`config.mk`:
```
export PLATFORM = sky130hd
export DESIGN_NAME = ldstr_initiator
export DESIGN_NICKNAME = d
export VERILOG_FILES = /design/src/rtl/ldstr_pkg.sv /design/src/rtl/ldstr_sat_cnt.sv /design/src/rtl/ldstr_initiator.sv
export SDC_FILE = /design/constraint.sdc
export NUM_CORES = 1
export LEC_CHECK = 0
export CAP_MARGIN = 10
export CORE_MARGIN = 4
export CORE_UTILIZATION = 35
export CTS_BUF_LIST = sky130_fd_sc_hd__clkbuf_4 sky130_fd_sc_hd__clkbuf_8
export DETAILED_ROUTE_END_ITERATION = 8
export GPL_ROUTABILITY_DRIVEN = 0
export PLACE_DENSITY = 0.68
export SETUP_SLACK_MARGIN = 0.05
export SYNTH_ARGS = -nofsm -noshare
export SYNTH_HDL_FRONTEND = slang
export SYNTH_HIERARCHICAL = 1
export SYNTH_SLANG_ARGS = --single-unit
export TNS_END_PERCENT = 30
```
`constraint.sdc`:
```
create_clock -name clk -period 2.3 [get_ports clk]
set_clock_uncertainty 0.2 [all_clocks]
set_input_delay 0.23 -clock clk [delete_from_list [all_inputs] [get_ports clk]]
set_output_delay 0.23 -clock clk [all_outputs]
set_load 0.01 [all_outputs]
```
`src/rtl/ldstr_pkg.sv`:
```
// ldstr_pkg: shared types and default widths for the load/store initiator.
//   state_t     FSM states IDLE, ISSUE, WAIT, RESP
//   ldstr_cmd_t command fields {is_store, addr, wdata} at the default widths
package ldstr_pkg;
    localparam int LDSTR_ADDR_W = 3;
    localparam int LDSTR_DATA_W = 32;
    typedef enum logic [1:0] {IDLE, ISSUE, WAIT, RESP} state_t;
    typedef struct packed {
        logic                    is_store;
        logic [LDSTR_ADDR_W-1:0] addr;
        logic [LDSTR_DATA_W-1:0] wdata;
    } ldstr_cmd_t;
endpackage

```
`src/rtl/ldstr_sat_cnt.sv`:
```
// ldstr_sat_cnt: saturating up-counter with synchronous clear.
//   clk, rst_n  clock, asynchronous active-low reset
//   inc         count one event (ignored once the count is all-ones)
//   clr         synchronous clear
//   cnt         current count
module ldstr_sat_cnt #(
    parameter int CNT_W = 16
) (
    input  logic             clk,
    input  logic             rst_n,
    input  logic             inc,
    input  logic             clr,
    output logic [CNT_W-1:0] cnt
);
    always_ff @(posedge clk or negedge rst_n) begin
        if (!rst_n) cnt <= '0;
        else if (clr) cnt <= '0;
        else if (inc && cnt != '1) cnt <= cnt + 1'b1;
    end
endmodule

```
`src/rtl/ldstr_initiator.sv`:
```
// ldstr_initiator: requester engine for the 8-word load/store memory, one transaction in flight.
//   cmd_*   valid/ready command front end (is_store, addr, wdata)
//   mem_*   one-cycle ren/wen strobe with addr/wdata; mem_en acknowledges, mem_rdata carries load data
//   rsp_*   valid/ready response back end (is_store, rdata, err)
//   load_cnt, store_cnt  saturating counts of completed transactions
// Optional feature: define LDSTR_TIMEOUT_EN to bound WAIT to TMO_CYC cycles and report rsp_err.
module ldstr_initiator
    import ldstr_pkg::*;
#(
    parameter int ADDR_W  = LDSTR_ADDR_W,
    parameter int DATA_W  = LDSTR_DATA_W,
    parameter int TMO_CYC = 8,
    parameter int CNT_W   = 16
) (
    input  logic              clk,
    input  logic              rst_n,
    input  logic              cmd_valid,
    output logic              cmd_ready,
    input  logic              cmd_is_store,
    input  logic [ADDR_W-1:0] cmd_addr,
    input  logic [DATA_W-1:0] cmd_wdata,
    output logic              mem_ren,
    output logic              mem_wen,
    output logic [ADDR_W-1:0] mem_addr,
    output logic [DATA_W-1:0] mem_wdata,
    input  logic [DATA_W-1:0] mem_rdata,
    input  logic              mem_en,
    output logic              rsp_valid,
    input  logic              rsp_ready,
    output logic              rsp_is_store,
    output logic [DATA_W-1:0] rsp_rdata,
    output logic              rsp_err,
    output logic [CNT_W-1:0]  load_cnt,
    output logic [CNT_W-1:0]  store_cnt
);
    state_t            state, state_nx;
    logic              is_store_q;
    logic [ADDR_W-1:0] addr_q;
    logic [DATA_W-1:0] wdata_q;
    logic [DATA_W-1:0] rdata_q;
    logic              tmo_hit;
    logic              done;
    logic              inc_ld, inc_st;

`ifdef LDSTR_TIMEOUT_EN
    localparam int TMO_W = $clog2(TMO_CYC + 1);
    logic [TMO_W-1:0] tmo_q;
    logic             err_q;
    // tmo_q counts completed WAIT cycles; the TMO_CYC-th one without an ack ends the wait
    assign tmo_hit = (tmo_q == TMO_W'(TMO_CYC - 1));
    assign rsp_err = err_q;
    always_ff @(posedge clk or negedge rst_n) begin
        if (!rst_n) begin
            tmo_q <= '0;
            err_q <= 1'b0;
        end else begin
            tmo_q <= (state == WAIT) ? tmo_q + 1'b1 : '0;
            if (state == WAIT && (mem_en || tmo_hit)) err_q <= !mem_en;
        end
    end
`else
    assign tmo_hit = 1'b0 & (TMO_CYC == 0);
    assign rsp_err = 1'b0;
`endif

    assign mem_addr     = addr_q;
    assign mem_wdata    = wdata_q;
    assign rsp_is_store = is_store_q;
    assign rsp_rdata    = rdata_q;

    always_comb begin
        state_nx  = state;
        cmd_ready = 1'b0;
        mem_ren   = 1'b0;
        mem_wen   = 1'b0;
        rsp_valid = 1'b0;
        done      = 1'b0;
        unique case (state)
            IDLE: begin
                cmd_ready = 1'b1;
                if (cmd_valid) state_nx = ISSUE;
            end
            ISSUE: begin
                mem_ren  = !is_store_q;
                mem_wen  = is_store_q;
                state_nx = WAIT;
            end
            WAIT: if (mem_en || tmo_hit) state_nx = RESP;
            RESP: begin
                rsp_valid = 1'b1;
                done      = rsp_ready;
                if (rsp_ready) state_nx = IDLE;
            end
            default: state_nx = IDLE;
        endcase
        // a timed-out transaction completes without being counted
        inc_ld = done && !is_store_q && !rsp_err;
        inc_st = done && is_store_q && !rsp_err;
    end

    always_ff @(posedge clk or negedge rst_n) begin
        if (!rst_n) begin
            state      <= IDLE;
            is_store_q <= 1'b0;
            addr_q     <= '0;
            wdata_q    <= '0;
            rdata_q    <= '0;
        end else begin
            state <= state_nx;
            if (state == IDLE && cmd_valid) begin
                is_store_q <= cmd_is_store;
                addr_q     <= cmd_addr;
                wdata_q    <= cmd_wdata;
            end
            if (state == WAIT && (mem_en || tmo_hit)) rdata_q <= (mem_en && !is_store_q) ? mem_rdata : '0;
        end
    end

    ldstr_sat_cnt #(.CNT_W(CNT_W)) u_load_cnt (
        .clk   (clk),
        .rst_n (rst_n),
        .inc   (inc_ld),
        .clr   (1'b0),
        .cnt   (load_cnt)
    );

    ldstr_sat_cnt #(.CNT_W(CNT_W)) u_store_cnt (
        .clk   (clk),
        .rst_n (rst_n),
        .inc   (inc_st),
        .clr   (1'b0),
        .cnt   (store_cnt)
    );
endmodule

```
==> impl_metrics.json, run 1 <==
{
  "cp.arrival_ps": 2280,
  "wire_per_inst_um": 15.8,
  "stdcell_count": 804,
  "post_dp_cell_area_um2": 6800,
  "synth-seq-cells": 102,
  "fp.dieW_um": 124,
  "placed_cells": 787,
  "rr_startpoint": "u_load_cnt/cnt[0]",
  "antenna_found_initial": 0,
  "synth.area.top_cells": "dfrtp_1 (54%), mux2_2 (8.5%), nand2b_1 (4.2%)",
  "switching_power_w": 0.00233,
  "routed_wl_um": 12700,
  "path_clk_slew_ps": 120,
  "cts_tree": "built",
  "via_per_inst": 5.00,
  "dp_hpwl_um": 9400,
  "design_area_um2": 7030,
  "p_int_w": 0.00463,
  "drive_gt1_frac": 0.154,
  "fmax_mhz": 454,
  "grt_pass1_wl_um": 21000,
  "initial_utilization": 0.358,
  "worstSkewPairLatency_ps": 390,
  "fin_crit_sh": 0.958,
  "nets": 703,
  "startpoint_type": "register",
  "crit_path_max_fanout": 8,
  "final_cell_mix": "clkdlybuf4s50_1 (173), dfrtp_1 (102), nand2_1 (46), mux2_2 (36), o21ai_0 (34)",
  "mostFrequentLayoutCell": "clkdlybuf4s50_1",
  "grt_max_degree": 65,
  "setup_viol": 0,
  "end_kind": "register",
  "postSynthAreaPerCell_um2": 10.9,
  "finalMaxSlewViolations": 0,
  "cap_violations": 0,
  "ys_seq_area_frac": 0.538,
  "cts-root-buf": "clkbuf_8",
  "clockPowerShare": 0.166,
  "num_vias": 4018,
  "status": "complete, no violations",
  "fp.dieArea_um2": 15500,
  "netlist_area_um2": 4740,
  "insertedDiodeCount": 0,
  "core_area_um2": 13200,
  "ioPinCount": 178,
  "numPortBuffers": 176,
  "grt_remaining_overflow": 0,
  "cp_data_required_time_ps": 2380,
  "drc": 0,
  "hold-worst-slack_ps": 91.8,
  "die_h_um": 124,
  "grt_usage": 0.164,
  "hold_class": "primary input to async pin",
  "synth_warnings": 6,
  "dr.pass1.iters": 4,
  "rsz0062_at_grt": "yes",
  "pwr-share-seq": 0.393,
  "grt_pass1_vias": 4243,
  "worst_slew_pin_slew_ps": 569,
  "cts.path.max_buffers": 2,
  "vdd_drop_max_uv": 599,
  "p_per_area_nw_per_um2": 990,
  "areaGrowthSynthToFinish_pct": 48.1,
  "cts_made_buffers": 9,
  "switching_share": 0.335,
  "total_power_w": 0.00696,
  "slew_headroom": 0.618,
  "fin_setup_tns_ps": 0,
  "synth_area_leader_cell": "dfrtp_1",
  "clock-sinks": 102,
  "crit_type": "register to register",
  "htreeDepth": 3,
  "combPwrFrac": 0.442,
  "critical_path.startpoint": "u_load_cnt/cnt[0]",
  "yosysTopAreaCellShare": 0.538,
  "final_antenna_net_count": 0,
  "drtIter0Drc": 228,
  "min_period_ps": 2200,
  "hold_viol": 0,
  "row_count": 42,
  "netlist_instances": 435,
  "leakage_nw": 2.95,
  "synth.distinct_cells": 38
}
[cell type report]
cell class                      instances  area, µm²
Sequential cell                       102       2550
Inverter                               11       41.3
Clock inverter                          7       72.6
Multi-Input combinational cell        302       2060
Fill cell                            1213       6210
Tap cell                              176        220
Clock buffer                            9        124
Timing Repair Buffer                  197       1950
[per-stage QoR]
| stage | setup slack (ps) | utilization |
|---|---|---|
| 3_3_place_gp | 89.5 | 0.514 |
| 5_1_grt | 15.4 | 0.531 |
| 3_5_place_dp | 42.5 | 0.514 |
| 2_1_floorplan | 104 | - |
| 4_1_cts | 51.7 | 0.529 |
| 6_report | 96.8 | 0.531 |
[Yosys cell counts (all sizes together)]
| library cell | instances |
|---|---|
| a211oi | 2 |
| a21oi | 22 |
| a222oi | 1 |
| a22oi | 1 |
| a2bb2oi | 1 |
| and2 | 1 |
| and3 | 5 |
| and4 | 4 |
| buf | 6 |
| clkbuf | 18 |
| conb | 1 |
| dfrtp | 102 |
| ha | 7 |
| inv | 11 |
| mux2 | 45 |
| nand2 | 47 |
| nand2b | 32 |
| nand3 | 6 |
| nand3b | 2 |
| nand4 | 14 |
| nor2 | 10 |
| nor2b | 9 |
| nor3 | 2 |
| nor4 | 10 |
| o211ai | 2 |
| o21ai | 40 |
| o31ai | 14 |
| or3 | 6 |
| or4 | 14 |
[worst max-delay path, stage by stage (launching register included)]
cell and delay, ps:
dfrtp_1 450, ha_1 250, nand4_2 140, nor4_4 570, nor4_1 140, mux2_1 330
[routing by layer]
metal,share of wire,up-vias,GRT usage
li1,-,1929,-
met1,0.41,1939,0.194
met2,0.50,129,0.274
met3,0.072,21,0.0553
met4,0.020,0,0.0645
met5,0,-,0
[path summary, 6_finish.rpt]
path | cells after the start | to | slack, ps
max | 5 | u_load_cnt/cnt[13] | 100
max in group asynchronous | 3 | rsp_rdata[10] | 1190
min | 2 | u_load_cnt/cnt[8] | 90
min in group clk | 3 | rsp_rdata[27] | 190
max reg2reg | 5 | u_load_cnt/cnt[13] | 100
min reg2reg | 2 | rsp_rdata[20] | 280
[power by group through the flow]
stage	clock network [W]	logic [W]	registers [W]
CTS	0.00120	0.00312	0.00274
global route	0.00126	0.00335	0.00281
global placement	0	0.00304	0.00273
detailed placement	0	0.00310	0.00276
finish	0.00115	0.00308	0.00273
floorplan	0	0.00109	0.00300
[cells by family (layout without fill, tap and decap cells)]
group / after synthesis / after routing / synth area share
adder cells (fa/ha/maj): 7 / 7 / 0.0185
buffers and inverters: 35 / 224 / 0.0324
multiplexers: 45 / 45 / 0.107
AND/OR/NAND/NOR: 162 / 162 / 0.200
flip-flops: 102 / 102 / 0.538
AO/OA/AOI/OAI: 83 / 83 / 0.104
other: 1 / 5 / 0.000790
[state kept, by name (all words and copies together), names as in the netlist]
name / count
mem_addr: 3
mem_wdata: 32
rsp_is_store: 1
rsp_rdata: 32
state: 2
u_load_cnt/cnt: 16
u_store_cnt/cnt: 16
[timing repair]
item,4_1_cts,5_1_grt
pin swaps,0,1
resized for setup,1,7
setup buffers,0,0
endpoints found under the setup margin,1,17
hold buffers,1,0
endpoints found under the hold margin,102,0
Note: power is estimated with default switching activity, not from simulation.
==> inputs of run 2 (changes only) <==
--- a/config.mk
+++ b/config.mk
@@ -5,12 +5,13 @@
 export SDC_FILE = /design/constraint.sdc
 export NUM_CORES = 1
 export LEC_CHECK = 0
-export CAP_MARGIN = 10
+export CAP_MARGIN = 40
 export CORE_MARGIN = 4
 export CORE_UTILIZATION = 35
 export CTS_BUF_LIST = sky130_fd_sc_hd__clkbuf_4 sky130_fd_sc_hd__clkbuf_8
 export DETAILED_ROUTE_END_ITERATION = 8
 export GPL_ROUTABILITY_DRIVEN = 0
+export GPL_TIMING_DRIVEN = 0
 export PLACE_DENSITY = 0.68
 export SETUP_SLACK_MARGIN = 0.05
 export SYNTH_ARGS = -nofsm -noshare
==> run 2 against run 1 <==
Total power is 0.18% higher. Register-to-register slack worse by 50 ps. First-iteration DRC count is 25% higher. Die area stayed put. Clock power is 5% lower. Count of clock-buffer cells in the layout stayed put.
==> impl_metrics.json, run 2 (synthesized netlist as in run 1, its figures left out) <==
{
  "status": "complete, no violations",
  "via_per_inst": 4.99,
  "num_vias": 4058,
  "met2_usage": 0.283,
  "final_util": 0.535,
  "final_cell_mix": "clkdlybuf4s50_1 (172), dfrtp_1 (99), nand2_1 (46), mux2_2 (36), o21ai_0 (34)",
  "dr.pass1.iters": 4,
  "core_area_um2": 13200,
  "cap_violations": 0,
  "drtIter0Drc": 286,
  "antenna_found_initial": 0,
  "grt_usage": 0.167,
  "placed_cells": 792,
  "post_dp_cell_area_um2": 6760,
  "stdcell_count": 813,
  "numPortBuffers": 176,
  "leakage_nw": 2.93,
  "slew_headroom": 0.444,
  "initial_utilization": 0.358,
  "grt_remaining_overflow": 0,
  "drive_gt1_frac": 0.162,
  "cp_data_required_time_ps": 2410,
  "vdd_drop_max_uv": 682,
  "routed_wl_um": 12900,
  "clock-sinks": 102,
  "min_period_ps": 2250,
  "fp.dieArea_um2": 15500,
  "p_per_area_nw_per_um2": 984,
  "grt_pass1_vias": 4226,
  "areaGrowthSynthToFinish_pct": 49.3,
  "ioPinCount": 178,
  "fp.dieW_um": 124,
  "grt_use_met3": 0.0497,
  "crit_type": "register to register",
  "gr-max-usage-layer": "met2",
  "hold_depth": 3,
  "fin_crit_sh": 0.978,
  "row_count": 42,
  "worst_slew_pin_slew_ps": 834,
  "total_power_w": 0.00697,
  "hold_class": "primary input to register",
  "grt_pass1_wl_um": 21500,
  "cts-root-buf": "clkbuf_8",
  "die_h_um": 124,
  "setup_viol": 0,
  "wire_per_inst_um": 15.8,
  "end_kind": "register",
  "fmax_mhz": 444,
  "worstSkewPairLatency_ps": 370,
  "cts_made_buffers": 9,
  "htreeDepth": 3,
  "grtUsageMet1": 0.204,
  "startpoint_type": "register",
  "finalMaxSlewViolations": 0,
  "path_clk_slew_ps": 100,
  "cts_tree": "built",
  "rsz0062_at_grt": "yes",
  "nets": 712,
  "cts.path.max_buffers": 2,
  "dp_hpwl_um": 9630,
  "regArea_um2": 2560,
  "cp.arrival_ps": 2360,
  "drc": 0,
  "mostFrequentLayoutCell": "clkdlybuf4s50_1",
  "fillers": 1203,
  "grt_max_degree": 65,
  "hold_viol": 0,
  "final_antenna_net_count": 0,
  "crit_path_max_fanout": 10,
  "multiInputGateArea_um2": 2110,
  "design_area_um2": 7080,
  "hold-worst-slack_ps": 212,
  "insertedDiodeCount": 0,
  "r2r_cells": 7
}
## run 2: changes by cell type in the layout (fill, tap and decap cells not counted), sizes merged
cell,previous run,this run
clkdlybuf4s50,173,172
clkbuf,9,23
inv,16,14
buf,21,16
dlygate4sd2,0,1
clkinv,1,3
## run 2: cell type report
class | count | area share
timing repair buffer | 182 | 0.257
sequential | 102 | 0.361
clock inverter | 7 | 0.00795
inverter | 11 | 0.00583
tap | 176 | 0.0311
buffer | 24 | 0.0210
multi-input combinational | 302 | 0.298
clock buffer | 9 | 0.0175
## run 2: final timing paths
check | from | to | slack [ps]
max | u_load_cnt/cnt[1] | u_load_cnt/cnt[3] | 50
min | mem_rdata[23] | rsp_rdata[23] | 210
max reg2reg | u_load_cnt/cnt[1] | u_load_cnt/cnt[3] | 50
min reg2reg | rsp_rdata[30] | rsp_rdata[30] | 290
max in group asynchronous | rst_n | rsp_rdata[31] | 910
min in group asynchronous | rst_n | mem_wdata[22] | 290
## run 2: layer usage
layer,wire length (µm),up-vias,share of wire
met3,827,11,0.064
met1,5460,1987,0.42
met5,0,-,0
met4,157,0,0.012
met2,6440,119,0.50
li1,-,1941,-
## run 2: repair_timing
action,CTS,global route
hold buffers,1,0
hold endpoints to repair,63,0
setup buffers,0,4
endpoints found under the setup margin,30,30
pin swaps,0,2
resized for setup,14,22
## run 2: critical path, cell delays in order (launching register included)
cell	delay, ps
dfrtp_1	450
ha_1	250
nand4_2	130
nor4_4	50
buf_4	180
buf_4	140
or4_2	610
a21oi_1	160
## run 2: stage by stage
step | setup slack, ps | TNS [ps]
finish | 50.3 | 0
global route | -38.9 | -38.9
CTS | 6.33 | 0
detailed placement | -270 | -3840
global placement | -3070 | -315640
floorplan | 104 | 0
## run 2: power by group
group / total [W] / internal, W / switching (W) / leakage, nW
Sequential: 0.00274 / 0.00240 / 0.000342 / 1.30
Combinational: 0.00314 / 0.00183 / 0.00132 / 1.55
Clock: 0.00109 / 0.000408 / 0.000680 / 0.0906
